--- src/rtl/uart_pkg.sv ---
// Shared UART constants and the NCO phase-increment calculation.
package uart_pkg;

  function automatic longint unsigned calc_baud_inc(
    input longint unsigned freq,
    input longint unsigned baud,
    input longint unsigned os,
    input int unsigned     acc_width
  );
    return ((baud * os) << acc_width) / freq;
  endfunction

  localparam longint unsigned INC_9600_100M   = calc_baud_inc(64'd100000000, 64'd9600, 64'd16, 32);
  localparam longint unsigned INC_115200_100M = calc_baud_inc(64'd100000000, 64'd115200, 64'd16, 32);

endpackage

--- src/rtl/uart_os_counter.sv ---
// Oversample counter: turns accumulator carries into mid-bit and end-of-bit strobes.
module uart_os_counter #(
  parameter int unsigned OVERSAMPLE = 16,
  localparam int unsigned CW = $clog2(OVERSAMPLE)
) (
  input  logic          clk,
  input  logic          reset,
  input  logic          enable,
  input  logic          restart,
  input  logic          carry,
  output logic [CW-1:0] os_count,
  output logic          mid_tick,
  output logic          bit_tick
);
  import uart_pkg::*;

  localparam logic [CW-1:0] LAST    = CW'(OVERSAMPLE - 1);
  localparam logic [CW-1:0] MID_PRE = CW'(OVERSAMPLE / 2 - 1);

  logic [CW-1:0] count_q, count_d;
  logic          mid_q, mid_d;
  logic          bit_q, bit_d;
  logic          step;

  always_comb begin
    step    = enable && carry && !restart;
    count_d = count_q;
    mid_d   = 1'b0;
    bit_d   = 1'b0;
    if (restart) begin
      count_d = '0;
    end else if (step) begin
      count_d = (count_q == LAST) ? '0 : count_q + CW'(1);
      mid_d   = (count_q == MID_PRE);
      bit_d   = (count_q == LAST);
    end
  end

  always_ff @(posedge clk or negedge reset) begin
    if (!reset) begin
      count_q <= '0;
      mid_q   <= 1'b0;
      bit_q   <= 1'b0;
    end else begin
      count_q <= count_d;
      mid_q   <= mid_d;
      bit_q   <= bit_d;
    end
  end

  assign os_count = count_q;
  assign mid_tick = mid_q;
  assign bit_tick = bit_q;

endmodule

--- src/rtl/uart_baud_generator.sv ---
// NCO baud generator: phase accumulator, oversample/mid/bit strobes and a
// valid/ready increment register applied only at bit boundaries.
module uart_baud_generator #(
  parameter int unsigned FREQUENCY    = 100000000,
  parameter int unsigned DEFAULT_BAUD = 9600,
  parameter int unsigned OVERSAMPLE   = 16,
  parameter int unsigned ACC_WIDTH    = 32
) (
  input  logic                 clk,
  input  logic                 reset,
  input  logic                 enable,
  input  logic                 restart,
  input  logic [ACC_WIDTH-1:0] cfg_inc,
  input  logic                 cfg_valid,
  output logic                 cfg_ready,
  output logic                 os_tick,
  output logic                 mid_tick,
  output logic                 bit_tick,
  output logic [ACC_WIDTH-1:0] cur_inc
);
  import uart_pkg::*;

  localparam int unsigned     CW            = $clog2(OVERSAMPLE);
  localparam logic [CW-1:0]   LAST          = CW'(OVERSAMPLE - 1);
  localparam longint unsigned DEFAULT_INC64 =
    calc_baud_inc(64'(FREQUENCY), 64'(DEFAULT_BAUD), 64'(OVERSAMPLE), ACC_WIDTH);
  localparam logic [ACC_WIDTH-1:0] DEFAULT_INC = ACC_WIDTH'(DEFAULT_INC64);

  logic [ACC_WIDTH-1:0] acc_q, acc_d;
  logic [ACC_WIDTH-1:0] cur_inc_q, cur_inc_d;
  logic [ACC_WIDTH-1:0] pend_inc_q, pend_inc_d;
  logic                 pending_q, pending_d;
  logic                 os_tick_q, os_tick_d;
  logic [ACC_WIDTH:0]   sum;
  logic                 carry, boundary, apply, take;
  logic [CW-1:0]        os_count;

  always_comb begin
    sum      = {1'b0, acc_q} + {1'b0, cur_inc_q};
    carry    = enable && !restart && sum[ACC_WIDTH];
    boundary = carry && (os_count == LAST);
    acc_d    = acc_q;
    if (restart)     acc_d = '0;
    else if (enable) acc_d = sum[ACC_WIDTH-1:0];
    os_tick_d = carry;
  end

  // Apply and capture are exclusive (capture needs pending_q=0), so a config
  // taken together with restart survives until the next restart/boundary.
  always_comb begin
    apply      = pending_q && (restart || !enable || boundary);
    take       = cfg_valid && !pending_q;
    cur_inc_d  = cur_inc_q;
    pend_inc_d = pend_inc_q;
    pending_d  = pending_q;
    if (apply) begin
      cur_inc_d = pend_inc_q;
      pending_d = 1'b0;
    end
    if (take) begin
      pend_inc_d = cfg_inc;
      pending_d  = 1'b1;
    end
  end

  always_ff @(posedge clk or negedge reset) begin
    if (!reset) begin
      acc_q      <= '0;
      cur_inc_q  <= DEFAULT_INC;
      pend_inc_q <= '0;
      pending_q  <= 1'b0;
      os_tick_q  <= 1'b0;
    end else begin
      acc_q      <= acc_d;
      cur_inc_q  <= cur_inc_d;
      pend_inc_q <= pend_inc_d;
      pending_q  <= pending_d;
      os_tick_q  <= os_tick_d;
    end
  end

  uart_os_counter #(.OVERSAMPLE(OVERSAMPLE)) u_os_counter (
    .clk      (clk),
    .reset    (reset),
    .enable   (enable),
    .restart  (restart),
    .carry    (carry),
    .os_count (os_count),
    .mid_tick (mid_tick),
    .bit_tick (bit_tick)
  );

  assign os_tick   = os_tick_q;
  assign cur_inc   = cur_inc_q;
  assign cfg_ready = !pending_q;

endmodule

--- config.mk ---
export PLATFORM = sky130hd
export DESIGN_NAME = uart_baud_generator
export DESIGN_NICKNAME = d
export VERILOG_FILES = /design/src/rtl/uart_pkg.sv /design/src/rtl/uart_os_counter.sv /design/src/rtl/uart_baud_generator.sv
export SDC_FILE = /design/constraint.sdc
export NUM_CORES = 1
export LEC_CHECK = 0
export CAP_MARGIN = 20
export CORE_UTILIZATION = 60
export DETAILED_ROUTE_END_ITERATION = 10
export PLACE_DENSITY = 0.95
export SLEW_MARGIN = 20
export SYNTH_ARGS = -nofsm -noshare
export SYNTH_HDL_FRONTEND = slang
export SYNTH_SLANG_ARGS = --single-unit
--- constraint.sdc ---
create_clock -name clk -period 4.8 [get_ports clk]
set_input_delay 0.48 -clock clk [delete_from_list [all_inputs] [get_ports clk]]
set_output_delay 0.48 -clock clk [all_outputs]
set_load 0.02 [all_outputs]
======== Word level (Yosys, flattened, before mapping) ========
Cells that the tools add are included.
word-level totals
  word-level logic and storage cells ...... 38
  register bits ........................... 104
cells by class
  reductions and logical operators ........ 15
  $add $sub $neg .......................... 2
  equal/unequal tests ..................... 2
  mux-type cells .......................... 11
operators with widths
  kind                                                              count
  32-bit two-way mux                                                2
  32-bit by 32-bit adder with 33-bit output                         1
  4-bit two-way mux                                                 3
  1-bit logical AND                                                 7
  1-bit two-way mux                                                 6
  2-bit nonzero test                                                3
  4-bit by 1-bit adder with 4-bit output (second input constant)    1
  4-bit by 3-bit == test with 1-bit output (second input constant)  1
  4-bit == test (second input constant)                             1
  1-bit zero test                                                   3
  1-bit logical OR                                                  2

======== Logic depth before layout (Yosys ltp) ========
Gate-level depths: netlist of the first run.
  depth in word-level cells ............... 8
  depth in mapped cells ................... 13
  depth with buffers taken out ............ 12

======== Modules after synthesis ========
A second synthesis of the first run with hierarchy kept.
second synthesis, totals
  cells, all modules ...................... 551
  area total of the unflattened synthesis .. 6004.5 um2
by module, submodules not included
  module               area each (um2)  times used  cells each
  uart_baud_generator  5733.0           1           525
  uart_os_counter      271.5            1           26

======== Worst setup path before layout of the first run ========
Ideal clock, no wire load.
  path type ............................... register to register
  start point ............................. register cur_inc_q[0], in the netlist cur_inc[0]
  end point ............................... register cur_inc_q[10], in the netlist cur_inc[10]
  clock period less this slack ............ 3.054 ns
  library setup time ...................... 0.125 ns
  cell stages (with the launch flop) ...... 14
  arrival time ............................ 2.929 ns
  slack ................................... 1.746 ns
  cells stage by stage .................... dfstp_2 -> ha_1 -> inv_1 -> fa_1 -> nor2b_1 -> o21a_1 -> o21a_1 -> o2111ai_2 -> nand4b_4 -> o211ai_4 -> a31oi_4 -> o2bb2ai_2 -> buf_6 -> mux2_4
between the ends
  word-level cells in the longest chain between the ends .. 5
RTL lines
  element                                    RTL line                   RTL
  start: declaration                         uart_baud_generator.sv:30  logic [ACC_WIDTH-1:0] cur_inc_q, cur_inc_d;
  start signal: assignment                   uart_baud_generator.sv:75  cur_inc_q <= cur_inc_d;
  32-bit by 32-bit adder with 33-bit output  uart_baud_generator.sv:39  sum = {1'b0, acc_q} + {1'b0, cur_inc_q};
  1-bit logical AND                          uart_baud_generator.sv:40  carry = enable && !restart && sum[ACC_WIDTH];
  1-bit logical AND                          uart_baud_generator.sv:41  boundary = carry && (os_count == LAST);
  1-bit logical OR                           uart_baud_generator.sv:51  apply = pending_q && (restart || !enable || boundary);
  1-bit logical AND                          uart_baud_generator.sv:51
No other way between the ends.
A chain may end at the register's enable or synchronous reset.

======== Final worst setup path of the first run ========
  start point ............................. register cur_inc_q[0], in the netlist cur_inc[0]
  end point ............................... register cur_inc_q[24], in the netlist cur_inc[24]
The elaborated chain is that of the path after synthesis.

==> results of run 1 <==
cell type report:
cell class                      count  area, sq um  share of cell area, %
Sequential cell                   104         2620                   38.0
Inverter                           13         48.8                  0.708
Tap cell                          129          161                   2.34
Clock inverter                      4         53.8                  0.781
Multi-Input combinational cell    387         3110                   45.2
Timing Repair Buffer               76          748                   10.9
Clock buffer                       12          145                   2.11
report_power, final:
| group | total, mW | switching (mW) | leakage, nW | internal, mW |
|---|---|---|---|---|
| logic | 2.27 | 1.22 | 1.81 | 1.05 |
| registers | 1.36 | 0.202 | 1.27 | 1.16 |
| clock network | 0.559 | 0.302 | 0.0928 | 0.257 |
cell families after synthesis:
family                     synth area share (%)
AOI/OAI and AO/OA                          14.7
xor gates and xnor gates                   2.99
adders and majority gates                  7.39
buffers and inverters                      2.52
DFF                                        44.7
muxes                                      16.7
and+or+nand+nor                            11.1
worst max path at each step:
stage | end | slack (ns) | cells past startpoint
6_report | cur_inc[24] | 1.0 | 13
5_1_grt | cur_inc[24] | 0.82 | 13
4_1_cts | cur_inc[24] | 0.98 | 13
3_5_place_dp | cur_inc[24] | 1.05 | 13
3_3_place_gp | cur_inc[25] | 1.23 | 13
2_1_floorplan | cur_inc[10] | 1.75 | 13
stage by stage:
stage	area, sq um	util [%]	hold WS, ns
detailed placement	6690	71.4	0.481
floorplan	5860	-	0.184
CTS	6890	73.5	0.157
finish	6890	73.5	0.133
global placement	6690	71.4	0.466
global route	6890	73.5	0.185
routing by layer:
layer / track usage (%) / share of wire, % / vias up
li1: - / - / 2045
met1: 33.7 / 43 / 2152
met2: 44.4 / 49 / 178
met3: 4.85 / 6.0 / 27
met4: 9.81 / 2.0 / 0
met5: 0 / 0 / -
placed cells by master, fill, tap and decap left out, types with 6 or more instances in the layout:
cell and instances:
sky130_fd_sc_hd__dfrtp_1 92, sky130_fd_sc_hd__clkdlybuf4s50_1 71, sky130_fd_sc_hd__nor2_1 47, sky130_fd_sc_hd__a21oi_1 40
sky130_fd_sc_hd__mux2_2 36, sky130_fd_sc_hd__ha_1 33, sky130_fd_sc_hd__mux2_4 30, sky130_fd_sc_hd__nand2_1 28
sky130_fd_sc_hd__a21o_1 23, sky130_fd_sc_hd__xnor2_1 14, sky130_fd_sc_hd__inv_1 13, sky130_fd_sc_hd__o21ai_0 13
sky130_fd_sc_hd__mux2i_1 12, sky130_fd_sc_hd__dfstp_2 12, sky130_fd_sc_hd__clkbuf_8 10, sky130_fd_sc_hd__nand4_1 8
sky130_fd_sc_hd__and3_1 6, sky130_fd_sc_hd__nand3_1 6, sky130_fd_sc_hd__nor3_1 6, sky130_fd_sc_hd__xor2_1 6
synth_stat cells, types with 2 or more instances:
master,n,share of area (%)
sky130_fd_sc_hd__o31ai_1,4,0.51
sky130_fd_sc_hd__mux2i_1,12,2.1
sky130_fd_sc_hd__and3_1,6,0.64
sky130_fd_sc_hd__nor4_1,4,0.43
sky130_fd_sc_hd__dfstp_2,12,5.4
sky130_fd_sc_hd__a211oi_1,5,0.64
sky130_fd_sc_hd__o211ai_1,3,0.38
sky130_fd_sc_hd__nor2_1,47,3.0
sky130_fd_sc_hd__o21a_1,5,0.64
sky130_fd_sc_hd__or2_2,4,0.43
sky130_fd_sc_hd__inv_1,13,0.83
sky130_fd_sc_hd__mux2_4,30,7.7
sky130_fd_sc_hd__nand2_1,28,1.8
sky130_fd_sc_hd__a31oi_1,3,0.32
sky130_fd_sc_hd__or3_1,4,0.43
sky130_fd_sc_hd__buf_6,3,0.58
sky130_fd_sc_hd__nand3b_1,2,0.26
sky130_fd_sc_hd__o21ai_0,13,1.1
sky130_fd_sc_hd__a21o_1,23,2.9
sky130_fd_sc_hd__o2bb2ai_1,2,0.30
sky130_fd_sc_hd__nand3_1,6,0.51
sky130_fd_sc_hd__dfrtp_1,92,39
sky130_fd_sc_hd__ha_1,33,7.0
sky130_fd_sc_hd__nor3_1,6,0.51
sky130_fd_sc_hd__a22o_1,3,0.45
sky130_fd_sc_hd__xor2_1,6,0.90
sky130_fd_sc_hd__a21oi_1,40,3.4
sky130_fd_sc_hd__buf_1,2,0.13
sky130_fd_sc_hd__clkbuf_1,14,0.90
sky130_fd_sc_hd__a211o_1,2,0.30
sky130_fd_sc_hd__a221o_1,3,0.51
sky130_fd_sc_hd__a311oi_1,2,0.30
sky130_fd_sc_hd__nand4_1,8,0.85
sky130_fd_sc_hd__mux2_2,36,6.9
sky130_fd_sc_hd__o21ai_1,2,0.17
sky130_fd_sc_hd__nand2b_1,5,0.53
sky130_fd_sc_hd__o21bai_1,3,0.38
sky130_fd_sc_hd__nand4b_1,2,0.30
sky130_fd_sc_hd__nor2b_1,5,0.53
sky130_fd_sc_hd__xnor2_1,14,2.1
state kept, by name (all words and copies together) (netlist names):
signal,cells
u_os_counter.mid_tick,1
os_tick,1
u_os_counter.os_count,4
cur_inc,32
acc_q,32
pending_q,1
pend_inc_q,32
u_os_counter.bit_tick,1
==> results.md, run 1 <==
Outcome:
- The flow ran to the end, and the final reports show no timing, DRC or antenna violations.

Pwr:
- The leakage power is 3.17 nW.
- The worst supply voltage drop on vdd is 0.317 mV.
- The sum of internal, switching and leakage power is 4.19 mW.
- Dividing total power by cell area gives a power density of 608 nW/um^2.

Yosys:
- The most frequently used flop master after synthesis is sky130_fd_sc_hd__dfrtp_1.
- Averaged over all synthesized cells, the footprint is around 11 sq um.
- The cell area after synthesis is 5860 sq um.
- The number of nets handed over by synthesis was 595.
- The fraction of registers with async set/reset is 100%.
- Sequential elements use around 45% of the synthesized area.
- The yosys synthesis warning count is 0.
- The count of mapped cells out of synthesis is around 520.
- After synthesis the netlist holds a flip-flop and latch count of 104.
- The number of enable-type register cells in the synthesized netlist is 0.
- The netlist uses 57 different library cells.

Critical path:
- Walking the worst path, the cells encountered are ha_1, inv_1, fa_1, nor2b_1, o21a_1, o21a_1, o2111ai_2, nand4b_4, o211ai_4, a31oi_4, o2bb2ai_4, buf_4, mux2_2.
- The critical path arrival is ~4.1 ns.
- The cell count of the worst reg-to-reg path is 13.
- The cell repeated most along the worst path is sky130_fd_sc_hd__o21a_1.
- The type of destination of the critical path is a flop.
- The data required time at the worst endpoint is 5.07 ns.
- The largest single stage delay on the critical path is 0.56 ns.
- Setup slack on the worst reg-to-reg path comes out at 1.0 ns.
- The worst setup path is of the flop to flop kind.
- STA classifies the critical path startpoint as a flop.
- The largest driver fanout on the critical path is 17.
- The worst path buffer plus inverter count is 2.
- The launching instance or port of the critical path is cur_inc[0].
- The slowest stage of the critical path is the sky130_fd_sc_hd__dfstp_2 cell.
- The cell type group with the largest total delay on the critical path is compound AO/OA/AOI/OAI gates.
- The worst reg2reg path startpoint is cur_inc[0].
- The worst register-to-register path ends at cur_inc[24].

Clocking:
- The number of clock sinks is 104.
- The number of H-tree branching levels is 3.
- The CTS tree is done.
- The clock tree buffer depth is 2.
- The number of hold-repair buffers added at the cts stage is 0.
- Post-CTS timing repair inserted 0 buffers for setup.
- The clock-pin slew on the worst setup and hold paths is 0.10 ns.
- Counting the buffers created by CTS gives 9.
- The cell chosen for the clock root is sky130_fd_sc_hd__clkbuf_8.
- The clock latency at the later pin of the worst-skew pair is 0.38 ns.
- The count of instances resized after the clock tree is built is 0.

Cells and area:
- The net total in the final layout is between 600 and 700.
- The number of antenna cells inserted is 0.
- The fraction of layout cells with a size suffix above 1 is 18.6%.
- Leaving out filler cells and counting taps, the final layout contains 725.
- The growth of design area from synthesis to finish is 17.6%.
- The count of filler cells inserted in the layout is slightly below 700.

Timing:
- The count of final max-slew check failures was 0.
- The worst-case headroom to the max-slew limit is 33.6%.
- Static timing analysis puts the maximum clock frequency at around 260 MHz.
- The actual transition at the worst max-transition pin is 0.995 ns.
- Of the available clock period, the critical path in the final layout requires 79.3%.
- The minimum clock period is between 3 and 4 ns.
- The hold violation count in the final report is 0.
- The setup slack after layout is 0.995 ns.
- After routing, the total negative slack on setup checks comes to 0 ns.
- The number of setup violations in the final report is 0.
- Clock skew on the completed layout was measured at 0.0145 ns.
- Setup repair after global routing left no endpoint under its margin.

Route:
- The routed design has between 10000 and 15000 microns of wire.
- The remaining antenna violation count is 0.
- For this run, the detailed router's first-pass iteration total came to 5.
- After detailed routing, the number of vias per cell comes to about 6.1.
- The detailed router finished its first iteration with approximately 260 violations.
- The wire length per cell after detailed routing is 17.4 microns.
- Detailed routing inserted a total of 4402 vias.
- The remaining design rule violation count is 0.

Worst hold path:
- The worst min-delay path category is input pin to async pin.

Global routing:
- Entering global routing, the biggest net connects 56 pins.
- The via count of the first global-routing pass came to 4398.
- The first global-routing pass estimated 20700 microns of wire.
- The total congestion overflow after global routing is 0.
- For this run, the total global-route usage over all layers was measured as about a quarter.
- The initial antenna violation count was 0.

Placement:
- Routability-driven placement finished with a final weighted congestion of 0.938.
- The estimated wirelength of the detail-placed design is 8620 microns.
- The number of buffers added on ports is slightly above 70.
- The instance count after placement with tap cells included is 709.
- At the placement stage, the worst setup path has a slack of 1.05 ns.

Floorplanning:
- The I/O pin count is 73.
- The die covers 10200 sq um.
- The row count is 35.
- From left edge to right edge, the die measures 101 microns.
- The die is 101 microns tall.
- The initial utilization of the core area, before any placement, comes to 62.5%.
- The placeable core area is 9370 sq um.

Flow run:
- The tool flagged a number of max-cap violations equal to 0.
(Power assumes the default switching activity.)
==> run 2: changes to the inputs <==
Settings changed: CORE_UTILIZATION 60 to 56, PLACE_DENSITY 0.95 to 0.91.
Clock period 4.8 ns to 3.6 ns, I/O delays scaled along.
==> results.md, run 2 (synthesis gave the netlist of run 1 again) <==
Outcome:
- The run finished with clean final reports.

Critical path:
- The worst setup path is of the flop to flop kind.
- The critical path arrival is approximately 3.6 ns.
- STA classifies the critical path endpoint as a flop.
- The data required time at the worst endpoint is 3.85 ns.
- The kind of start point of the critical path is a flop.
- The largest driver fanout on the critical path is 32.

Cells and area:
- The fraction of layout cells with a size suffix above 1 is 19.0%.
- The growth of design area from synthesis to finish is 18.3%.
- The most common cell after layout, fill and taps aside is sky130_fd_sc_hd__dfrtp_1.
- For this run, the number of standard cells in the final layout without fillers is 732.
- Counting the fill cells in the layout gives about 730.
- The number of antenna cells inserted is 0.
- Leaving out fill and tap cells, the most frequent cells in the layout are 92 x sky130_fd_sc_hd__dfrtp_1, 71 x sky130_fd_sc_hd__clkdlybuf4s50_1, 47 x sky130_fd_sc_hd__nor2_1, 40 x sky130_fd_sc_hd__a21oi_1, 36 x sky130_fd_sc_hd__mux2_2.
- For this run, the post-layout net count is 665.

Placement:
- At the placement stage, the worst setup path has a slack of between 0.2 and 0.3 ns.
- During placement, the flow inserted port buffers numbering 72.
- After detailed placement, the design holds a cell count of 716.
- The estimated wirelength of the detail-placed design is 8610 microns.
- The congestion estimate from routability-driven global placement came to slightly below 0.9.

Route:
- Summed over all layers, the routed wires come to 12300 microns.
- The pre-antenna-repair detailed-routing pass consisted of 4 iterations.
- For this run, design rule violations remaining after detail routing come to 0.
- The via count normalized by instance count is between 5 and 6.
- The remaining antenna violation count is 0.
- The total number of vias is 4330.
- In the final routed layout, each cell accounts on average for 16.8 microns.
- The iteration-0 DRC count of the detailed router is 103.

Pwr:
- The leakage power is roughly 3.2 nW.
- In this run the power density over the cells is approximately 800 nW/um^2.
- The sum of internal, switching and leakage power is about 5.6 mW.
- Across the VDD grid, the largest voltage drop is 0.426 mV.

Floorplanning:
- The horizontal die dimension is 104 microns.
- The row count is 36.
- The die covers 10900 sq um.
- The I/O pin count is 73.
- The y dimension of the die is 104 microns.
- Once the floorplan was initialized, standard cells occupied 58.9% of the core.
- The core region is 9950 sq um.

Clocking:
- The number of clock sinks is 104.
- The CTS tree is done.
- After clock tree synthesis, the clock-pin slew on the worst setup and hold paths is roughly 0.1 ns.
- Hold repair after CTS inserted 0 buffers.
- The number of buffers added by the clock tree synthesis step is 9.
- The cell chosen for the clock root is sky130_fd_sc_hd__clkbuf_8.
- The number of H-tree branching levels is 3.
- The clock passes through at most 2 buffers.
- The count of instances resized after the clock tree is built is 0.
- The clock latency at the later pin of the worst-skew pair is 0.38 ns.
- The setup fix buffers added after clock tree synthesis is 0.

Timing:
- The hold violation count in the final report was 0.
- The worst path meets setup with 0.248 ns of slack.
- Headroom to the max-slew limit came out at 35.5%.
- Clock skew on the completed layout was measured at 0.0152 ns.
- At the pin with the least slew margin, the transition time is 0.966 ns.
- Setup repair after global routing left no endpoint under its margin.
- In the finished design, the share of the clock period the worst path needs comes to a little over 90%.
- Setup violations remaining at the end of the flow were counted as 0.
- For the final routed database, the setup TNS stands at 0 ns.
- On the final layout, the worst hold slack is 0.0612 ns.
- The count of final max-slew check failures is 0.
- The minimum clock period is 3.35 ns.
- Derived from the worst setup path, the maximum achievable clock frequency is 298 MHz.

Flow run:
- The tool flagged a number of max-cap violations equal to 0.

Global routing:
- The total overflow left after global routing is 0.
- The wire length of the first global-routing pass is 21400 microns.
- The all-layer global routing usage is 24.1%.
- Entering global routing, the biggest net connects 64 pins.
- The initial antenna violation count was 0.
- The via count of the first global-routing pass was 4557.

Worst hold path:
- The worst min-delay path category is input pin to async pin.
run 2: cell count changes in the layout (fill, tap and decap cells not counted), sizes merged:
| cell | delta |
|---|---|
| clkinvlp | -2 |
| buf | +3 |
| clkbuf | +1 |
| clkinv | +1 |
run 2: power breakdown:
| part | internal (mW) | total (mW) | switching [mW] | leakage [nW] |
|---|---|---|---|---|
| sequential | 1.55 | 1.81 | 0.259 | 1.27 |
| combinational | 1.41 | 3.02 | 1.61 | 1.82 |
| clock | 0.358 | 0.736 | 0.378 | 0.103 |
| total | 3.32 | 5.56 | 2.25 | 3.20 |
run 2: worst paths after layout:
path                                           from               endpoint  slack [ns]  cells after the start
max                                      cur_inc[0]            cur_inc[25]        0.25                     13
min                                           reset              acc_q[28]        0.06                      1
max reg2reg                              cur_inc[0]            cur_inc[25]        0.25                     13
min reg2reg                u_os_counter.os_count[3]  u_os_counter.mid_tick        0.50                      1
max in group asynchronous                     reset            cur_inc[15]        2.68                      2
min in group clk           u_os_counter.os_count[3]  u_os_counter.mid_tick        0.50                      1
run 2: area by class of cell:
cell class	instances	area (sq um)	share of cell area, %
Tap cell	133	166	2.40
Clock inverter	3	40.0	0.578
Multi-Input combinational cell	387	3110	44.9
Sequential cell	104	2620	37.8
Clock buffer	13	159	2.29
Timing Repair Buffer	79	783	11.3
Inverter	13	48.8	0.704
run 2: worst max-delay path, cell delays in order, from the launching register on:
cell and delay (ns):
sky130_fd_sc_hd__dfstp_2 0.56, sky130_fd_sc_hd__ha_1 0.17, sky130_fd_sc_hd__inv_1 0.06, sky130_fd_sc_hd__fa_1 0.39, sky130_fd_sc_hd__nor2b_1 0.22, sky130_fd_sc_hd__o21a_1 0.16
sky130_fd_sc_hd__o21a_1 0.18, sky130_fd_sc_hd__o2111ai_2 0.15, sky130_fd_sc_hd__nand4b_4 0.18, sky130_fd_sc_hd__o211ai_4 0.12, sky130_fd_sc_hd__a31oi_4 0.26, sky130_fd_sc_hd__o2bb2ai_4 0.16
sky130_fd_sc_hd__buf_12 0.27, sky130_fd_sc_hd__mux2_2 0.36
run 2: layer usage:
metal,share of wire (%),GRT usage (%),vias to the layer above
li1,-,-,2055
met5,0,0,-
met2,49,40.6,110
met1,45,30.9,2144
met4,1.5,8.27,0
met3,4.3,4.82,21
run 2: through the flow:
stage	util, %	cell area (sq um)
after floorplan	-	5860
after global placement	67.6	6730
after detailed placement	67.6	6730
after CTS	69.6	6930
after global routing	69.6	6930
final	69.6	6930
